===== src/rtl/order_ingress_arbiter.sv =====
// Round-robin order ingress arbiter with per-source token-bucket limiting,
// a registered output stage and per-source accepted-order counters.
module order_ingress_arbiter #(
  parameter int NUM_SRC       = 3,
  parameter int DATA_W        = 32,
  parameter int TOKEN_MAX     = 8,
  parameter int REFILL_PERIOD = 16,
  localparam int SEL_W        = $clog2(NUM_SRC)
) (
  input  logic                      clk,
  input  logic                      rst_n,
  input  logic                      arb_enable,
  input  logic [NUM_SRC*DATA_W-1:0] src_data,
  input  logic [NUM_SRC-1:0]        src_valid,
  output logic [NUM_SRC-1:0]        src_ready,
  output logic [DATA_W-1:0]         order_data,
  output logic                      order_valid,
  input  logic                      order_ready,
  output logic [SEL_W-1:0]          order_src,
  input  logic [SEL_W-1:0]          stat_sel,
  input  logic                      stat_clear,
  output logic [31:0]               stat_count
);

  localparam logic [7:0]       TOK_MAX = 8'(TOKEN_MAX);
  localparam logic [15:0]      TMR_END = 16'(REFILL_PERIOD - 1);
  localparam logic [SEL_W-1:0] LAST_RST = SEL_W'(NUM_SRC - 1);

  logic [7:0]        tok_q [NUM_SRC];
  logic [7:0]        tok_d [NUM_SRC];
  logic [31:0]       stat_q [NUM_SRC];
  logic [31:0]       stat_d [NUM_SRC];
  logic [15:0]       tmr_q;
  logic [SEL_W-1:0]  last_q;
  logic [DATA_W-1:0] data_q;
  logic [SEL_W-1:0]  src_q;
  logic              ov_q;

  logic [NUM_SRC-1:0] elig;
  logic               pipe_ready;
  logic               found;
  logic [SEL_W-1:0]   gnt;
  logic               xfer;
  logic               wrap;
  int                 idx;

  assign pipe_ready = !ov_q || order_ready;
  assign wrap       = (tmr_q == TMR_END);

  always_comb begin
    for (int i = 0; i < NUM_SRC; i++) begin
      elig[i] = src_valid[i] && (tok_q[i] != 8'd0);
    end
  end

  // Scan starts just after the last winner and wraps around.
  always_comb begin
    found = 1'b0;
    gnt   = '0;
    idx   = 0;
    for (int k = 1; k <= NUM_SRC; k++) begin
      idx = (int'(last_q) + k) % NUM_SRC;
      if (!found && elig[idx]) begin
        found = 1'b1;
        gnt   = SEL_W'(idx);
      end
    end
  end

  always_comb begin
    src_ready = '0;
    if (rst_n && arb_enable && pipe_ready && found) begin
      src_ready[gnt] = 1'b1;
    end
  end

  assign xfer = |(src_valid & src_ready);

  // Simultaneous refill and consume cancel out.
  always_comb begin
    for (int i = 0; i < NUM_SRC; i++) begin
      tok_d[i] = tok_q[i];
      if (xfer && (gnt == SEL_W'(i))) begin
        if (!(wrap && tok_q[i] < TOK_MAX)) begin
          tok_d[i] = tok_q[i] - 8'd1;
        end
      end else if (wrap && tok_q[i] < TOK_MAX) begin
        tok_d[i] = tok_q[i] + 8'd1;
      end
    end
  end

  always_comb begin
    for (int i = 0; i < NUM_SRC; i++) begin
      stat_d[i] = stat_q[i];
      if (stat_clear) begin
        stat_d[i] = '0;
      end else if (xfer && (gnt == SEL_W'(i))) begin
        stat_d[i] = stat_q[i] + 32'd1;
      end
    end
  end

  always_ff @(posedge clk or negedge rst_n) begin
    if (!rst_n) begin
      tmr_q  <= '0;
      last_q <= LAST_RST;
      data_q <= '0;
      src_q  <= '0;
      ov_q   <= 1'b0;
      for (int i = 0; i < NUM_SRC; i++) begin
        tok_q[i]  <= TOK_MAX;
        stat_q[i] <= '0;
      end
    end else begin
      tmr_q <= wrap ? 16'd0 : tmr_q + 16'd1;
      for (int i = 0; i < NUM_SRC; i++) begin
        tok_q[i]  <= tok_d[i];
        stat_q[i] <= stat_d[i];
      end
      if (xfer) begin
        data_q <= src_data[gnt*DATA_W +: DATA_W];
        src_q  <= gnt;
        ov_q   <= 1'b1;
        last_q <= gnt;
      end else if (order_ready) begin
        ov_q <= 1'b0;
      end
    end
  end

  always_comb begin
    stat_count = '0;
    for (int i = 0; i < NUM_SRC; i++) begin
      if (stat_sel == SEL_W'(i)) begin
        stat_count = stat_q[i];
      end
    end
  end

  assign order_data  = data_q;
  assign order_valid = ov_q;
  assign order_src   = src_q;

endmodule


===== config.mk =====
export PLATFORM = sky130hd
export DESIGN_NAME = order_ingress_arbiter
export DESIGN_NICKNAME = d
export VERILOG_FILES = /design/src/rtl/order_ingress_arbiter.sv
export SDC_FILE = /design/constraint.sdc
export NUM_CORES = 1
export LEC_CHECK = 0
export CAP_MARGIN = 25
export CORE_UTILIZATION = 49
export DETAILED_ROUTE_END_ITERATION = 10
export MAX_ROUTING_LAYER = met4
export PLACE_DENSITY = 0.82
export SLEW_MARGIN = 10
export SYNTH_ARGS = -nofsm -noshare
export SYNTH_HDL_FRONTEND = slang
export SYNTH_SLANG_ARGS = --single-unit

===== constraint.sdc =====
create_clock -name clk -period 3.85 [get_ports clk]
set_clock_uncertainty 0.2 [all_clocks]
set_input_delay 0.77 -clock clk [delete_from_list [all_inputs] [get_ports clk]]
set_output_delay 0.77 -clock clk [all_outputs]
set_load 0.005 [all_outputs]

==> impl_metrics.yaml, run 1 <==
status:
  status: "finished, violations left"
  violations: "negative setup slack"
setup_path:
  worst_ep_required_time_ns: 3.98
  endpoint_kind: "register"
  ff2ff_setup_slack_ns: -0.07
  path_class: "register to register"
  reg2reg_depth: 18
  cp-start-kind: "register"
  crit_fanout: 3
  reg2reg_to: "tok_q[6]$_DFFE_PN0P_"
  worst-endpoint-arrival_ns: 4.05
  r2r_start: "tok_q[0]$_DFFE_PN0P_"
layout:
  nNetsFinal: 1536
  diodes: 0
  syn_to_final_growth_pct: 33.2
  finish.utilization_pct: 67.6
  layout-drive-gt1-share_pct: 14.8
  n_fill_cell: 1603
power:
  p_per_area_nw_per_um2: 504
  ir_drop_uv: 353
  p_sw_mw: 2.58
  p_total_mw: 6.98
  p_int_mw: 4.40
  clkPwrFrac_pct: 23.8
  combPwrFrac_pct: 42.6
  switching_share_pct: 36.9
  power_frac_seq_pct: 33.6
  leakage_nw: 5.79
floorplan:
  top_level_ports: 176
  rows: 52
  start_util_pct: 50.8
  core_area_um2: 20500
  fp.dieW_um: 148
  die_area_um2: 21800
  die_height_um: 148
placed_design:
  place.gp.congestion: 0.899
  preCtsSetupSlack_ns: -0.383
  hpwlAfterDp_mm: 20.9
  io_buffers: 175
synth:
  syn_inst: 1188
  syn-cell-area_um2: 10400
  synth-edff-count: 0
  ys_ff_latch: 172
  yosysWarnings: 0
  avgSynthCellArea_um2: 8.76
  yosysSeqAreaShare_pct: 41.4
  synthFlopType: "dfrtp_1"
  syn_nets: 1321
  async_flop_share_pct: 100
  ys_types: 66
timing:
  rsz0062_at_grt: "true"
  hold_viol_final: 0
  slew_viol_final: 0
  max_freq_mhz: 255
  slew_headroom_pct: 41.1
  min_period_over_period_pct: 102
  fin_ws_ns: -0.0653
  whs_ns: 0.175
  setup_viol: 1
  tightest_slew_ns: 0.884
  period_minus_slack_ns: 3.92
clock_tree:
  cts-root-buf: "clkbuf_16"
  cts_buffer_depth: 2
  holdBufCountCts: 0
  clock_latency_ns: 0.45
  cts_sinks: 172
  h-tree-depth: 4
  clk_pin_slew_ns: 0.07
  numCtsBuffers: 17
  tritoncts: "built"
global_route:
  grt_pass1_wl_mm: 48.9
  grtUsageTotal_pct: 29.1
  antenna_found_initial: 0
  first_global_vias: 9969
  grt_start_max_net_pins: 82
  gr-total-overflow: 0
drt:
  drt_first_pass_iters: 5
  ant_nets: 0
  routed_wl_mm: 30.4
  drc: 0
  num_vias: 10200
  drt_iter0_markers: 886
  wire_per_inst_um: 18.0
  viasPerCell: 6.06
worst_hold_path:
  hold_path.class: "input pin to async pin"
flow_run:
  cap_violations: 0
## worst max-delay path, cell delays in order (launching register included)
cell,delay [ns]
dfrtp_1,0.38
or4_1,0.52
o41a_1,0.39
buf_6,0.15
buf_6,0.12
nor3_4,0.25
a211oi_4,0.09
nand2_2,0.11
inv_2,0.07
buf_6,0.13
ha_4,0.27
buf_6,0.09
nor2b_4,0.15
o21ai_4,0.08
a21oi_4,0.17
mux2i_1,0.24
nand2_1,0.14
a21oi_2,0.20
a21oi_2,0.07
## metal layers
| layer | track usage [%] | vias to the layer above | share of wire (%) |
|---|---|---|---|
| met1 | 36.0 | 4974 | 41 |
| met4 | 11.4 | 0 | 2.7 |
| li1 | - | 4687 | - |
| met5 | - | - | 0 |
| met3 | 5.40 | 73 | 7.5 |
| met2 | 47.3 | 478 | 49 |
## repair_timing
action	4_1_cts	5_1_grt
buffers inserted	10	6
pin swaps	21	29
endpoints found under the setup margin	8	19
gates cloned	0	0
resized for setup	29	43
## flip-flops by register name, indices dropped and copies added, names as in the netlist
signal	flops
last_q	2
order_data	32
order_src	1
order_valid	1
stat_q	96
tmr_q	16
tok_q	24
## cells in the mapped netlist (35+ instances only)
cell type / instances / area share (%)
nand2_1: 167 / 6.0
nand3_1: 42 / 2.0
clkbuf_1: 51 / 1.8
inv_1: 35 / 1.3
a21o_1: 35 / 2.5
nor2_1: 76 / 2.7
nand4_1: 39 / 2.3
xnor2_1: 55 / 4.6
dfrtp_1: 168 / 40
o21ai_0: 101 / 4.9
mux2i_1: 38 / 3.7
a21oi_1: 57 / 2.7
## cells by family after synthesis
family	synth area share, %
flip-flops	41.4
AO/OA/AOI/OAI	16.6
multiplexers	4.09
buffers and inverters	4.32
adder cells (fa/ha/maj)	3.57
XOR/XNOR	6.98
AND/OR/NAND/NOR	23.0
## power by group through the flow
| stage | registers, mW | logic [mW] | clock network (mW) |
|---|---|---|---|
| floorplan | 2.33 | 1.46 | 0 |
| global placement | 2.34 | 2.57 | 0 |
| detailed placement | 2.35 | 2.63 | 0 |
| CTS | 2.33 | 2.75 | 1.68 |
| global route | 2.38 | 3.22 | 1.74 |
| finish | 2.35 | 2.97 | 1.66 |
## cells in the final DEF (no fill, tap or decap), types with 4 or more instances in the layout
| master | instances |
|---|---|
| nor3_1 | 19 |
| o311ai_0 | 4 |
| nand2_1 | 164 |
| o21ai_0 | 96 |
| nor2b_1 | 8 |
| ha_4 | 10 |
| inv_1 | 33 |
| xor2_1 | 20 |
| nor4_1 | 27 |
| inv_6 | 6 |
| buf_4 | 81 |
| and2_1 | 6 |
| a21oi_1 | 46 |
| or2_2 | 8 |
| dfrtp_1 | 168 |
| nor2_1 | 76 |
| nand3_1 | 41 |
| and4_1 | 9 |
| o21bai_1 | 4 |
| a31oi_1 | 33 |
| buf_6 | 9 |
| nand4_1 | 39 |
| clkbuf_16 | 17 |
| clkdlybuf4s50_1 | 169 |
| o31ai_1 | 15 |
| ha_1 | 13 |
| or3_1 | 24 |
| a21o_1 | 35 |
| mux2i_1 | 38 |
| dfstp_2 | 4 |
| xnor2_1 | 55 |
| a21oi_2 | 10 |
| or4_1 | 16 |
| o41ai_1 | 4 |
| and3_1 | 20 |
## how the worst max path moves through the flow
stage / slack [ns] / cells past startpoint / from / endpoint
after floorplan: 0.02 / 13 / src_valid[0] / tok_q[23]$_DFFE_PN0P_
after global placement: -0.29 / 14 / src_valid[0] / tok_q[7]$_DFFE_PN0P_
after detailed placement: -0.38 / 14 / src_valid[0] / tok_q[23]$_DFFE_PN0P_
after CTS: 0.0006 / 10 / tok_q[3]$_DFFE_PN1P_ / src_ready[2]
after global routing: -0.18 / 18 / tok_q[0]$_DFFE_PN0P_ / tok_q[6]$_DFFE_PN0P_
final: -0.07 / 18 / tok_q[0]$_DFFE_PN0P_ / tok_q[6]$_DFFE_PN0P_
## final cells by class
| cell class | instances | area, um2 | share of cell area (%) |
|---|---|---|---|
| inverters | 38 | 153 | 1.10 |
| clock buffers | 18 | 429 | 3.10 |
| repair buffers | 268 | 2520 | 18.2 |
| multi-input cells | 906 | 5980 | 43.1 |
| well taps | 270 | 338 | 2.44 |
| clock inverters | 14 | 130 | 0.939 |
| flip-flops and latches | 172 | 4310 | 31.1 |
## metrics by stage
step | TNS [ns] | instance area, um2 | cells
2_1_floorplan | 0 | 10400 | 1188
3_3_place_gp | -1.75 | 12800 | 1639
3_5_place_dp | -2.30 | 12800 | 1639
4_1_cts | 0 | 13600 | 1681
5_1_grt | -0.466 | 13900 | 1686
6_report | -0.0653 | 13900 | 1686
No activity file was read; power rests on OpenSTA's default activity.
==> inputs of run 2 (changes only) <==
--- a/config.mk
+++ b/config.mk
@@ -7,6 +7,7 @@
 export LEC_CHECK = 0
 export CAP_MARGIN = 25
 export CORE_UTILIZATION = 49
+export CTS_CLUSTER_SIZE = 25
 export DETAILED_ROUTE_END_ITERATION = 10
 export MAX_ROUTING_LAYER = met4
 export PLACE_DENSITY = 0.82
==> results of run 2 <==
Final layout, timing and power as in run 1 (identical DEF).
==> inputs of run 3 (changes only) <==
--- a/config.mk
+++ b/config.mk
@@ -6,6 +6,7 @@
 export NUM_CORES = 1
 export LEC_CHECK = 0
 export CAP_MARGIN = 25
+export CORE_MARGIN = 2
 export CORE_UTILIZATION = 49
 export CTS_CLUSTER_SIZE = 25
 export DETAILED_ROUTE_END_ITERATION = 10
==> run 3 against run 2 <==
- the flow still finishes with violations (negative setup slack)
- non-clock buffer count rose by 2
- critical path depth shrank 9
- setup slack lost 0.012 ns
- global-route usage is 0.73 points lower
- cell area up 0.20%
- via count rose by 0.92%
- total power grew 2.8%
- combinational power fell by 1%
- wire length is 3.9% higher
- maximum frequency down 0.32%
- critical endpoint is now src_ready[0]
==> impl_metrics.yaml, run 3 (synthesized netlist as in run 1, its figures left out) <==
floorplan:
  die_area_um2: 22400
  core_area_um2: 21000
  start_util_pct: 49.6
  top_level_ports: 176
  rows: 53
  die_height_um: 150
  fp.dieW_um: 150
status:
  status: "finished, violations left"
  violations: "negative setup slack"
clock_tree:
  tritoncts: "built"
  cts_buffer_depth: 2
  h-tree-depth: 4
  clock_latency_ns: 0.44
  holdBufCountCts: 0
  cts-root-buf: "clkbuf_16"
  clk_pin_slew_ns: 0.07
  numCtsBuffers: 17
  cts_sinks: 172
layout:
  largest_reg_flops: 96
  diodes: 0
  nNetsFinal: 1538
  final_common_cell: "clkdlybuf4s50_1"
  finish.utilization_pct: 66.3
  n_fill_cell: 1636
  largest_register: "stat_q"
  syn_to_final_growth_pct: 33.5
  layout_common_cells: "clkdlybuf4s50_1 (170), dfrtp_1 (168), nand2_1 (165), o21ai_0 (98), buf_4 (86)"
  layout-drive-gt1-share_pct: 14.5
timing:
  period_minus_slack_ns: 3.93
  min_period_over_period_pct: 102
  tightest_slew_ns: 0.814
  setup_viol: 4
  hold_viol_final: 0
  slew_viol_final: 0
  fin_ws_ns: -0.0777
  rsz0062_at_grt: "true"
  whs_ns: 0.245
  max_freq_mhz: 255
  slew_headroom_pct: 45.7
drt:
  drt_iter0_markers: 918
  routed_wl_mm: 31.5
  num_vias: 10300
  wire_per_inst_um: 18.6
  viasPerCell: 6.09
  ant_nets: 0
  drc: 0
  drt_first_pass_iters: 7
power:
  leakage_nw: 5.87
  ir_drop_uv: 323
  p_per_area_nw_per_um2: 517
placed_design:
  place.gp.congestion: 0.926
  io_buffers: 175
  hpwlAfterDp_mm: 20.7
setup_path:
  crit_fanout: 4
  cp-start-kind: "register"
  worst-endpoint-arrival_ns: 2.96
  worst_ep_required_time_ns: 2.88
  path_class: "register to primary output"
  endpoint_kind: "primary output"
global_route:
  antenna_found_initial: 0
  first_global_vias: 10100
  grt_pass1_wl_mm: 49.2
  grt_start_max_net_pins: 130
  grtUsageTotal_pct: 28.4
  gr-total-overflow: 0
flow_run:
  cap_violations: 0
worst_hold_path:
  hold_path.class: "input pin to async pin"
==> run 3: changes by cell type in the layout (fill, tap and decap cells not counted), moves of 4 or more <==
cell and delta:
ha_1 +4, bufinv_16 +4, ha_4 -4, nor3_2 +4, buf_4 +5, nor3_1 -4
==> run 3: worst paths after layout <==
check | startpoint | to | slack, ns | cells after the start
max | tok_q[6]$_DFFE_PN0P_ | src_ready[0] | -0.08 | 9
min | rst_n | stat_q[95]$_DFFE_PN0P_ | 0.24 | 2
max reg2reg | tok_q[6]$_DFFE_PN0P_ | tok_q[22]$_DFFE_PN0P_ | -0.03 | 18
min reg2reg | tmr_q[0]$_DFF_PN0_ | tmr_q[0]$_DFF_PN0_ | 0.27 | 1
max in group asynchronous | rst_n | stat_q[46]$_DFFE_PN0P_ | 2.07 | 3
min in group clk | tmr_q[0]$_DFF_PN0_ | tmr_q[0]$_DFF_PN0_ | 0.27 | 1
==> run 3: layer usage <==
metal / global-route usage (%) / part of all wire [%] / vias up
met4: 9.86 / 2.7 / 0
met5: - / 0 / -
met1: 36.2 / 40 / 5025
met3: 5.15 / 7.8 / 63
li1: - / - / 4704
met2: 45.9 / 49 / 514
==> run 3: repair_timing <==
| action | CTS | global route |
|---|---|---|
| endpoints found under the setup margin | 8 | 16 |
| pin swaps | 15 | 25 |
| buffers inserted | 7 | 12 |
| cloned | 0 | 0 |
| gates resized for setup | 19 | 36 |
==> run 3: report_power, final <==
group	total, mW	switching (mW)	leakage (nW)	internal [mW]
Combinational	2.93	1.54	3.28	1.39
Clock	1.89	0.790	0.302	1.10
Sequential	2.36	0.251	2.29	2.11
==> run 3: layout make-up <==
cell class | instances | area (um2) | share of cell area, %
flip-flops and latches | 172 | 4310 | 31.0
multi-input cells | 906 | 5940 | 42.8
repair buffers | 270 | 2520 | 18.1
clock buffers | 18 | 429 | 3.09
clock inverters | 13 | 201 | 1.45
well taps | 275 | 344 | 2.48
inverters | 38 | 148 | 1.06
==> run 3: critical path, stage by stage, from the launching register on <==
cell,delay (ns)
dfrtp_1,0.39
or4_4,0.55
o41a_1,0.39
buf_6,0.16
nor3_4,0.25
a211oi_4,0.09
nand3_4,0.11
buf_6,0.10
inv_1,0.04
clkdlybuf4s50_1,0.44
==> run 3: per-stage QoR <==
step | std cells | setup slack (ns) | power [mW] | cell area, um2 | setup TNS, ns
2_1_floorplan | 1188 | 0.0161 | 3.79 | 10400 | 0
3_3_place_gp | 1642 | -0.296 | 4.84 | 12800 | -1.73
3_5_place_dp | 1642 | -0.449 | 4.94 | 12800 | -3.85
4_1_cts | 1680 | -0.130 | 6.91 | 13600 | -0.184
5_1_grt | 1692 | -0.134 | 7.53 | 13900 | -0.642
6_report | 1692 | -0.0777 | 7.18 | 13900 | -0.131
